$ cat config.mk
export PLATFORM = sky130hd
export DESIGN_NAME = microseq_next_state
export DESIGN_NICKNAME = d
export VERILOG_FILES = /design/src/rtl/microseq_next_state.sv
export SDC_FILE = /design/constraint.sdc
export NUM_CORES = 1
export LEC_CHECK = 0
export ABC_AREA = 1
export CAP_MARGIN = 30
export CORE_MARGIN = 10
export CORE_UTILIZATION = 35
export CTS_CLUSTER_DIAMETER = 150
export CTS_CLUSTER_SIZE = 40
export DETAILED_ROUTE_END_ITERATION = 7
export MAX_ROUTING_LAYER = met4
export RECOVER_POWER = 100
export REMOVE_ABC_BUFFERS = 1
export SLEW_MARGIN = 5
export SYNTH_ARGS = -nofsm -noshare
export SYNTH_HDL_FRONTEND = slang
export SYNTH_SLANG_ARGS = --single-unit
export TNS_END_PERCENT = 50
$ cat constraint.sdc
create_clock -name clk -period 2.11 [get_ports clk]
set_input_delay 0.422 -clock clk [delete_from_list [all_inputs] [get_ports clk]]
set_output_delay 0.422 -clock clk [all_outputs]
set_load 0.02 [all_outputs]
$ cat src/rtl/microseq_next_state.sv
// -----------------------------------------------------------------------------
// microseq_next_state
//
// Next-state sequencer for the microprogrammed control unit. Holds the current
// control-state register and selects the next state every cycle from one of:
// increment, opcode dispatch, direct jump, conditional jump, fetch return, or
// microsubroutine call/return through an internal LIFO return stack. The
// sequencer freezes while the current microinstruction waits for memory.
//
// Ports:
//   clk            rising-edge clock
//   reset          synchronous, active-high reset
//   ns_mode        next-state mode (INC, DISPATCH, JUMP, CJUMP, FETCH, CALL,
//                  RET, HOLD)
//   jump_state     jump/call target from the microstore
//   dispatch_state target from the instruction state encoder
//   cond           datapath condition flags
//   cond_sel       selects the tested condition (out-of-range reads as 0)
//   cond_inv       inverts the selected condition
//   mem_wait       current microinstruction waits for moc
//   moc            memory operation complete
//   state          current control state (registered)
//   stack_depth    occupied return-stack entries (registered)
//   waiting        combinational stall indication: mem_wait & ~moc
//   illegal_op     registered one-cycle pulse on illegal dispatch
//   stack_ovf      sticky return-stack overflow flag
//   stack_unf      sticky return-stack underflow flag
// -----------------------------------------------------------------------------
module microseq_next_state #(
    parameter int STATE_W     = 7,
    parameter int NUM_COND    = 4,
    parameter int STACK_DEPTH = 4,
    parameter int FETCH_STATE = 0,
    parameter int RESET_STATE = 0,
    localparam int COND_SEL_W = (NUM_COND > 1) ? $clog2(NUM_COND) : 1,
    localparam int DEPTH_W    = $clog2(STACK_DEPTH + 1)
) (
    input  logic                  clk,
    input  logic                  reset,
    input  logic [2:0]            ns_mode,
    input  logic [STATE_W-1:0]    jump_state,
    input  logic [STATE_W-1:0]    dispatch_state,
    input  logic [NUM_COND-1:0]   cond,
    input  logic [COND_SEL_W-1:0] cond_sel,
    input  logic                  cond_inv,
    input  logic                  mem_wait,
    input  logic                  moc,
    output logic [STATE_W-1:0]    state,
    output logic [DEPTH_W-1:0]    stack_depth,
    output logic                  waiting,
    output logic                  illegal_op,
    output logic                  stack_ovf,
    output logic                  stack_unf
);

    localparam logic [2:0] MODE_INC      = 3'd0;
    localparam logic [2:0] MODE_DISPATCH = 3'd1;
    localparam logic [2:0] MODE_JUMP     = 3'd2;
    localparam logic [2:0] MODE_CJUMP    = 3'd3;
    localparam logic [2:0] MODE_FETCH    = 3'd4;
    localparam logic [2:0] MODE_CALL     = 3'd5;
    localparam logic [2:0] MODE_RET      = 3'd6;
    localparam logic [2:0] MODE_HOLD     = 3'd7;

    localparam logic [STATE_W-1:0] FETCH_S = STATE_W'(FETCH_STATE);
    localparam logic [STATE_W-1:0] RESET_S = STATE_W'(RESET_STATE);
    localparam logic [DEPTH_W-1:0] FULL_D  = DEPTH_W'(STACK_DEPTH);

    // Registered state
    logic [STATE_W-1:0] state_r;
    logic [DEPTH_W-1:0] depth_r;
    logic [STATE_W-1:0] stack_r [STACK_DEPTH];
    logic               illegal_r;
    logic               ovf_r;
    logic               unf_r;

    // Combinational decision signals
    logic [STATE_W-1:0] inc_s;
    logic [STATE_W-1:0] top_s;
    logic [STATE_W-1:0] next_state_s;
    logic               waiting_s;
    logic               cond_bit_s;
    logic               test_s;
    logic               full_s;
    logic               empty_s;
    logic               push_s;
    logic               pop_s;
    logic               illegal_s;
    logic               ovf_set_s;
    logic               unf_set_s;

    // Condition test, stall detect, increment and stack-top selection
    always_comb begin
        waiting_s  = mem_wait & ~moc;
        inc_s      = state_r + STATE_W'(1);
        full_s     = (depth_r == FULL_D);
        empty_s    = (depth_r == DEPTH_W'(0));
        // Only selector values below NUM_COND hit a flag; anything else reads 0.
        cond_bit_s = 1'b0;
        for (int i = 0; i < NUM_COND; i++) begin
            cond_bit_s = cond_bit_s | ((cond_sel == COND_SEL_W'(i)) & cond[i]);
        end
        test_s = cond_bit_s ^ cond_inv;
        // The top of stack lives at index depth-1; empty stack yields zero.
        top_s = '0;
        for (int i = 0; i < STACK_DEPTH; i++) begin
            top_s = top_s | ((depth_r == DEPTH_W'(i + 1)) ? stack_r[i] : '0);
        end
    end

    // Next-state selection, stack push/pop requests and fault detection
    always_comb begin
        next_state_s = state_r;
        push_s       = 1'b0;
        pop_s        = 1'b0;
        illegal_s    = 1'b0;
        ovf_set_s    = 1'b0;
        unf_set_s    = 1'b0;
        if (waiting_s) begin
            // Stall: everything holds, no stack traffic.
            next_state_s = state_r;
        end else begin
            case (ns_mode)
                MODE_INC: begin
                    next_state_s = inc_s;
                end
                MODE_DISPATCH: begin
                    // The encoder reports unknown opcodes by pointing at fetch.
                    next_state_s = dispatch_state;
                    if (dispatch_state == FETCH_S) begin
                        illegal_s = 1'b1;
                    end else begin
                        illegal_s = 1'b0;
                    end
                end
                MODE_JUMP: begin
                    next_state_s = jump_state;
                end
                MODE_CJUMP: begin
                    if (test_s) begin
                        next_state_s = jump_state;
                    end else begin
                        next_state_s = inc_s;
                    end
                end
                MODE_FETCH: begin
                    next_state_s = FETCH_S;
                end
                MODE_CALL: begin
                    // The jump happens even when the return address is lost.
                    next_state_s = jump_state;
                    if (full_s) begin
                        ovf_set_s = 1'b1;
                    end else begin
                        push_s = 1'b1;
                    end
                end
                MODE_RET: begin
                    if (empty_s) begin
                        next_state_s = FETCH_S;
                        unf_set_s    = 1'b1;
                    end else begin
                        next_state_s = top_s;
                        pop_s        = 1'b1;
                    end
                end
                MODE_HOLD: begin
                    next_state_s = state_r;
                end
                default: begin
                    next_state_s = state_r;
                end
            endcase
        end
    end

    // State register, return stack, depth counter and status flags
    always_ff @(posedge clk) begin
        if (reset) begin
            state_r   <= RESET_S;
            depth_r   <= DEPTH_W'(0);
            illegal_r <= 1'b0;
            ovf_r     <= 1'b0;
            unf_r     <= 1'b0;
            for (int i = 0; i < STACK_DEPTH; i++) begin
                stack_r[i] <= '0;
            end
        end else begin
            state_r   <= next_state_s;
            illegal_r <= illegal_s;
            ovf_r     <= ovf_r | ovf_set_s;
            unf_r     <= unf_r | unf_set_s;
            if (push_s) begin
                depth_r <= depth_r + DEPTH_W'(1);
            end else if (pop_s) begin
                depth_r <= depth_r - DEPTH_W'(1);
            end else begin
                depth_r <= depth_r;
            end
            // A push writes the slot just above the current top.
            for (int i = 0; i < STACK_DEPTH; i++) begin
                if (push_s && (depth_r == DEPTH_W'(i))) begin
                    stack_r[i] <= inc_s;
                end
            end
        end
    end

    // Output drive
    always_comb begin
        state       = state_r;
        stack_depth = depth_r;
        illegal_op  = illegal_r;
        stack_ovf   = ovf_r;
        stack_unf   = unf_r;
        waiting     = waiting_s;
    end

endmodule
==> results of run 1 <==
[power groups by stage]
stage	Clock (mW)	Sequential, mW	Combinational (mW)
floorplan	0	0.958	0.175
global placement	0	0.944	0.378
detailed placement	0	0.944	0.380
CTS	0.515	0.926	0.383
global route	0.558	0.931	0.412
finish	0.504	0.924	0.372
[cells in the final DEF (no fill, tap or decap), drive strengths merged, types with 2 or more instances in the layout]
cell,instances
a21boi,6
a21oi,3
buf,16
clkbuf,7
clkdlybuf4s50,27
dfxtp,13
dlygate4sd3,14
edfxtp,28
ha,7
inv,25
nand2,77
nand3,22
nand3b,2
nand4,7
nor2,54
nor3,6
nor4,2
o21ai,16
xnor2,3
xor2,3
[worst paths after layout]
| kind | start | endpoint | slack (ns) |
|---|---|---|---|
| min | stack_unf | stack_unf | 0.49 |
| max | mem_wait | waiting | 0.06 |
| max reg2reg | stack_depth[0] | stack_r[0][4] | 0.21 |
| min reg2reg | stack_unf | stack_unf | 0.49 |
[sequential cells by signal, indices dropped and copies added, names as in the netlist]
name	count
illegal_op	1
state	7
stack_unf	1
stack_r	28
stack_ovf	1
stack_depth	3
[final cells by class]
class                   count  area, um2
fillers                   649       3410
flip-flops and latches     41       1100
well taps                  77       96.3
clock inverters             2       11.3
inverters                  25       96.3
multi-input cells         214       1100
repair buffers             58        538
clock buffers               6       72.6
[worst max-delay path, delay by kind of cell]
family / cells / cell delay (ns)
buf+inv: 3 / 1.11
simple gates: 1 / 0.09
[per-layer routing]
metal  routed length, um  up-vias  GRT usage
met3                 274       11     0.0259
met4                 166        0     0.0583
met2                2980       49      0.208
met5                   0        -          -
li1                    -     1065          -
met1                3090     1000      0.174
[synth_stat cells (all sizes together)]
master  number  share of area
nand3b       2         0.0064
ha           7          0.037
a211oi       1         0.0053
inv         25          0.041
clkbuf       2         0.0032
or2          1         0.0027
nor3         6          0.025
nor4         2         0.0053
a21boi       6          0.019
xor2         3          0.011
a21oi        3         0.0080
a31oi        1         0.0027
o21ai       16          0.034
xnor2        3          0.011
nand3       22          0.047
nor2        54          0.098
edfxtp      28           0.36
dfxtp       13           0.11
a22oi        1         0.0032
nand2       77           0.14
and2         1         0.0027
nand4        7          0.019
buf          2         0.0096
o22ai        1         0.0027
[logic make-up after synthesis]
logic type / after synthesis / share of synthesized area
and+or+nand+nor: 172 / 0.340
DFF: 41 / 0.470
AOI/OAI and AO/OA: 29 / 0.0754
buffers and inverters: 29 / 0.0540
adders and majority gates: 7 / 0.0374
xor gates and xnor gates: 6 / 0.0225
[through the flow]
| step | total power [mW] | instances | hold WS, ns | setup WS, ns | util |
|---|---|---|---|---|---|
| floorplan | 1.13 | 280 | 0.484 | -0.0228 | - |
| finish | 1.80 | 423 | 0.487 | 0.0569 | 0.470 |
| detailed placement | 1.32 | 415 | 0.476 | -0.0365 | 0.459 |
| global route | 1.90 | 423 | 0.522 | 0.00367 | 0.470 |
| CTS | 1.82 | 423 | 0.494 | 0.0332 | 0.472 |
| global placement | 1.32 | 415 | 0.472 | -0.00149 | 0.459 |
==> impl_metrics.ini, run 1 <==
[worst_setup_path]
cp.required_ns = 1.69
critPathLaunchType = input port
cp_max_fo = 2
end_kind = output pin
cp_slowest_cell = clkdlybuf4s50_1
critical_path_arrival_ns = 1.63
slowest_delay_ns = 0.62
crit_type = input port to output pin
path_cells = clkdlybuf4s50_1 -> inv_1 -> nor2_2 -> clkdlybuf4s50_1
path_common_cell = clkdlybuf4s50_1
rr_worst_depth = 9

[logic_synthesis]
yosysSeqAreaShare = 0.470
synth_cells = 284
avgSynthCellArea_um2 = 8.24
yosysWarnings = 0
ys_seq_elements = 41
yosysUniqueCellTypes = 35
synthesis.area_um2 = 2340

[outcome]
outcome = finished clean

[drt]
wl_per_cell_um = 15.4
first_pass_iters = 4
routed_wl_um = 6520
drt-initial-drc-count = 103
ant_nets = 0
vias_per_cell = 5.02
num_vias = 2125
drcViolationCount = 0

[timing]
setup_violations = 0
fmax_ghz = 0.487
finalCriticalPeriod_ns = 2.05
fin_skew_ns = 0.00445
setup_tns_ns = 0
rsz0062_at_grt = no
layout_worst_path_cycle_share = 0.973
finalMaxSlewViolations = 0
relSlewSlack = 0.580
hold_viol = 0
tightest_slew_ns = 0.625

[pwr]
p_sw_uw = 519
irDropWorstVdd_mv = 0.364
p_int_mw = 1.28
pwr-share-clk = 0.280
pwr_density_cell_nw_per_um2 = 597
p_comb_frac = 0.206
swShare = 0.288
leakagePower_nw = 1.27
seqPwrFrac = 0.513

[clocking]
cts.sinks = 41
clock_path_buffers = 2
cts_buffers = 5
hold_buffers = 0
cts_resized = 0
post_cts_buffers = 0
cts_tree = done
clk_pin_slew_ns = 0.07
htreeDepth = 2
cts_root_buf = clkbuf_8
insertion_delay_ns = 0.29

[run]
maxCapViolations = 0

[finish]
syn_to_final_growth_pct = 28.9
layout-drive-gt1-share = 0.113
final_area_um2 = 3020
antenna_cells = 0
final_nets = 380

[global_routing]
grt_max_degree = 15
grt_usage = 0.137
antenna_found_initial = 0
grt_pass1_wl_um = 10800
overflow = 0
grt_pass1_vias = 2142

[place]
dp_hpwl_um = 5100
portBuffers = 41
place_congestion = 0.846
place_area_um2 = 2950

[die]
start_util = 0.365
die_w_um = 102
io_pins = 42
die_y_um = 102
dieArea_um2 = 10400
num_rows = 29
core_um2 = 6420

[worst_hold_path]
holdPathStages = 2
hold_path_class = register to register
Power figures use the tool's default switching activity.
==> run 2, diff against run 1 <==
- RECOVER_POWER: 100 -> 25
==> impl_metrics.ini, run 2 (synthesis gave the netlist of run 1 again) <==
[timing]
hold_viol = 0
hold_ws_ns = 0.487
finalMaxSlewViolations = 0
rsz0062_at_grt = no
relSlewSlack = 0.580
layout_worst_path_cycle_share = 0.973
setup_violations = 0
finalCriticalPeriod_ns = 2.05
tightest_slew_ns = 0.625
fin_skew_ns = 0.00442
fmax_ghz = 0.487

[clocking]
cts_buffers = 5
clk_pin_slew_ns = 0.08
cts_tree = done
cts_resized = 0
htreeDepth = 2
insertion_delay_ns = 0.30
clock_path_buffers = 2
hold_buffers = 0
post_cts_buffers = 0
cts.sinks = 41
cts_root_buf = clkbuf_8

[drt]
routed-wl-met3_um = 270
first_pass_iters = 5
routed_wl_um = 6510
wl_per_cell_um = 15.4
num_vias = 2131
drcViolationCount = 0
drt-initial-drc-count = 104
vias_per_cell = 5.04
topRoutingLayerUsed = met4
route.met2.wl_um = 2990
drt-met1-wl_um = 3090
ant_nets = 0

[global_routing]
grt_usage = 0.137
antenna_found_initial = 0
grt_max_degree = 15
grt_pass1_wl_um = 10800
grt_pass1_vias = 2142
overflow = 0

[finish]
final_nets = 380
layout_common_cells = 72 x nand2_1, 51 x nor2_1, 29 x clkdlybuf4s50_1
largest_reg_flops = 28
finish.utilization = 0.472
largest_register = stack_r
syn_to_final_growth_pct = 29.4
layoutNonFillerInstCount = 423
antenna_cells = 0
layout-drive-gt1-share = 0.118
final_common_cell = nand2_1
fillCellCount = 648

[pwr]
finalPower_mw = 1.80
swShare = 0.289
seqPwrFrac = 0.512
pwr-share-clk = 0.280
p_int_mw = 1.28
leakagePower_nw = 1.27
p_comb_frac = 0.208
pwr_density_cell_nw_per_um2 = 596
p_sw_uw = 521
irDropWorstVdd_mv = 0.363

[worst_setup_path]
end_kind = output pin
crit_end = waiting
cp.required_ns = 1.69
critPathTopFamily = buffers and inverters
startpoint = mem_wait
rr_worst_depth = 6
rr_startpoint = stack_depth[0]
slowest_delay_ns = 0.62
critPathLaunchType = input port
path_cells = clkdlybuf4s50_1 -> inv_1 -> nor2_2 -> clkdlybuf4s50_1
r2r_end = stack_r[2][6]
cp.buffers_inverters = 3
crit_type = input port to output pin
worst-path-stages = 4
path_common_cell = clkdlybuf4s50_1
r2r_slack_ns = 0.25
cp_slowest_cell = clkdlybuf4s50_1
cp_max_fo = 2
critical_path_arrival_ns = 1.63

[die]
die_w_um = 102
core_um2 = 6420
start_util = 0.365
dieArea_um2 = 10400
die_y_um = 102
io_pins = 42
num_rows = 29

[outcome]
outcome = finished clean

[run]
maxCapViolations = 0

[worst_hold_path]
hold_path_class = register to register

[place]
portBuffers = 41
dp_hpwl_um = 5100
place_congestion = 0.846
place_inst = 415
==> run 2: power groups by stage <==
stage                     sequential [mW]  clock (mW)  combinational [mW]
final                               0.925       0.504               0.375
after global placement              0.944           0               0.378
after detailed placement            0.944           0               0.380
after floorplan                     0.958           0               0.175
after CTS                           0.926       0.515               0.383
after global routing                0.931       0.558               0.416
==> run 2: layout make-up <==
cell class | instances | area, um2 | area share
well taps | 77 | 96.3 | 0.0318
clock inverters | 2 | 11.3 | 0.00372
clock buffers | 6 | 72.6 | 0.0240
multi-input cells | 214 | 1110 | 0.368
flip-flops and latches | 41 | 1100 | 0.363
inverters | 25 | 96.3 | 0.0318
repair buffers | 58 | 538 | 0.178
==> run 2: worst min path at each step <==
stage / cells past startpoint / end / startpoint / slack [ns]
2_1_floorplan: 1 / stack_depth[2] / reset / 0.48
3_3_place_gp: 2 / stack_ovf / stack_ovf / 0.47
3_5_place_dp: 2 / stack_unf / stack_unf / 0.48
4_1_cts: 2 / stack_unf / stack_unf / 0.49
5_1_grt: 2 / stack_ovf / stack_ovf / 0.52
6_report: 2 / stack_unf / stack_unf / 0.49
==> run 2: worst min-delay path, stage by stage, from the launching register on <==
cell and delay (ns):
dfxtp_1 0.34, a31oi_1 0.04, nor2_1 0.07
==> run 2: through the flow <==
stage	setup slack (ns)	setup TNS, ns	instance area (um2)
2_1_floorplan	-0.0228	-0.160	2310
5_1_grt	0.00367	0	3030
6_report	0.0569	0	3030
3_3_place_gp	-0.00149	-0.00886	2950
4_1_cts	0.0332	0	3030
3_5_place_dp	-0.0365	-0.671	2950
==> run 2: per-layer routing <==
| metal | vias to the layer above | GRT usage |
|---|---|---|
| met1 | 1005 | 0.174 |
| met2 | 49 | 0.208 |
| met4 | 0 | 0.0583 |
| met5 | - | - |
| met3 | 11 | 0.0259 |
| li1 | 1066 | - |
==> run 3, diff against run 2 <==
- ABC_AREA: 1 -> 0
- CAP_MARGIN: 30 -> default
==> impl_metrics.ini, run 3 <==
[outcome]
outcome = finished clean

[worst_setup_path]
critical_path_arrival_ns = 2.20
startpoint = cond_sel[0]
crit_type = input port to register
rr_startpoint = stack_depth[0]
cp.required_ns = 2.30
critPathLaunchType = input port
cp_max_fo = 7
end_kind = register

[drt]
ant_nets = 0
num_vias = 2071
routed_wl_um = 6640
drt-initial-drc-count = 162
vias_per_cell = 5.42
wl_per_cell_um = 17.4
drcViolationCount = 0
first_pass_iters = 5

[worst_hold_path]
min_from = stack_unf
hold_path_class = register to register

[global_routing]
grt_max_degree = 16
grt_pass1_vias = 2135
grt_usage = 0.138
overflow = 0
antenna_found_initial = 0
grt_pass1_wl_um = 10900

[clocking]
clk_pin_slew_ns = 0.09
insertion_delay_ns = 0.30
hold_buffers = 0
cts_buffers = 5
cts_root_buf = clkbuf_8
htreeDepth = 2
cts.sinks = 41
post_cts_buffers = 0
cts_tree = done
clock_path_buffers = 2

[logic_synthesis]
yosysTopAreaCell = edfxtp_1
synthesis.area_um2 = 2320
ys.flop_type = edfxtp_1
yosys-top-cells-area = edfxtp_1 36%, dfxtp_1 11%, nor2_1 6.8%, a22oi_1 4.5%, o21bai_1 4.2%
async_reset_ff_frac = 0
synth_cells = 238
ys_seq_elements = 41
synth_edf_count = 28
yosysUniqueCellTypes = 44
yosysWarnings = 0
yosysSeqAreaShare = 0.475
avgSynthCellArea_um2 = 9.75
synth_most_common_cell = nor2_1
synthTopCellsByCount = 42 x nor2_1, 28 x edfxtp_1, 14 x a22oi_1, 14 x nand2_1
synth_top_area_frac = 0.362

[timing]
rsz0062_at_grt = no
setup_tns_ns = 0
fin_skew_ns = 0.00970
finalMaxSlewViolations = 0
relSlewSlack = 0.506
finalCriticalPeriod_ns = 2.02
hold_viol = 0
hold_ws_ns = 0.469
layout_worst_path_cycle_share = 0.955
tightest_slew_ns = 0.737
fmax_ghz = 0.496
setup_violations = 0
worst_slack_ns = 0.0946

[place]
place_congestion = 0.839
place_area_um2 = 3010
place_inst = 374
dp_hpwl_um = 5020
portBuffers = 41
pre_cts_ws_ns = -0.228

[finish]
layout_common_cells = 42 x nor2_1, 30 x clkdlybuf4s50_1, 28 x edfxtp_1
largest_register = stack_r
final_area_um2 = 3080
largest_reg_flops = 28
fillCellCount = 614
layout-drive-gt1-share = 0.144
final_nets = 339
layoutNonFillerInstCount = 382
finish.utilization = 0.483
final_common_cell = nor2_1
syn_to_final_growth_pct = 33.0
antenna_cells = 0

[die]
die_w_um = 101
io_pins = 42
die_y_um = 101
start_util = 0.363
dieArea_um2 = 10300
num_rows = 29
core_um2 = 6390

[pwr]
pwr-share-clk = 0.296
irDropWorstVdd_mv = 0.406
leakagePower_nw = 1.18
p_int_mw = 1.32
seqPwrFrac = 0.497
finalPower_mw = 1.86
swShare = 0.292
p_sw_uw = 545
pwr_density_cell_nw_per_um2 = 604
p_comb_frac = 0.207

[run]
maxCapViolations = 0
[run 3: cell types whose count changed after synthesis, moves of 9 or more]
cell,previous run,this run
a22oi_1,1,14
nand3_1,22,5
a31oi_1,1,10
nand2_1,72,14
inv_1,21,5
o21bai_1,0,13
nor2_1,51,42
[run 3: timing repair]
action                     CTS  global route
gates resized for setup      1             1
pin swaps                    0             0
setup endpoints to repair    1             9
[run 3: cell type report]
class | instances | area (um2) | share of cell area
timing repair buffer | 72 | 632 | 0.205
multi-input combinational | 179 | 1140 | 0.370
tap | 77 | 96.3 | 0.0312
sequential | 41 | 1100 | 0.357
inverter | 5 | 18.8 | 0.00609
clock buffer | 5 | 68.8 | 0.0223
clock inverter | 3 | 25.0 | 0.00811
[run 3: kinds of logic (layout without fill, tap and decap cells)]
group,count (synthesis),count (layout),synth area share
AND/OR/NAND/NOR,86,86,0.175
AO/OA/AOI/OAI,74,74,0.229
multiplexers,5,5,0.0237
buffers and inverters,18,85,0.0334
adder cells (fa/ha/maj),7,7,0.0378
flip-flops,41,41,0.475
XOR/XNOR,7,7,0.0264
[run 3: power groups by stage]
stage | sequential [mW] | clock, mW | combinational, mW
2_1_floorplan | 0.960 | 0 | 0.164
3_3_place_gp | 0.944 | 0 | 0.396
3_5_place_dp | 0.945 | 0 | 0.397
4_1_cts | 0.927 | 0.566 | 0.399
5_1_grt | 0.932 | 0.593 | 0.425
6_report | 0.927 | 0.551 | 0.386
[run 3: final timing paths]
| check | depth (start not counted) | endpoint | slack (ns) |
|---|---|---|---|
| setup / recovery | 6 | state[0] | 0.09 |
| hold / removal | 2 | stack_unf | 0.47 |
| setup reg to reg | 5 | stack_r[3][0] | 0.19 |
| hold reg to reg | 2 | stack_unf | 0.47 |
[run 3: critical path, cell delays in order]
cell and delay, ns:
clkdlybuf4s50_1 0.49, mux2i_1 0.33, mux2_4 0.34, o311a_4 0.40, o21bai_1 0.14, a31oi_1 0.08
[run 3: layer usage]
layer  track usage  part of all wire  vias to the layer above  wire length [um]
met4        0.0525             0.016                        0               107
met3        0.0238             0.038                        6               251
met1         0.179              0.48                      991              3160
li1              -                 -                     1013                 -
met2         0.209              0.47                       61              3120
met5             -                 0                        -                 0
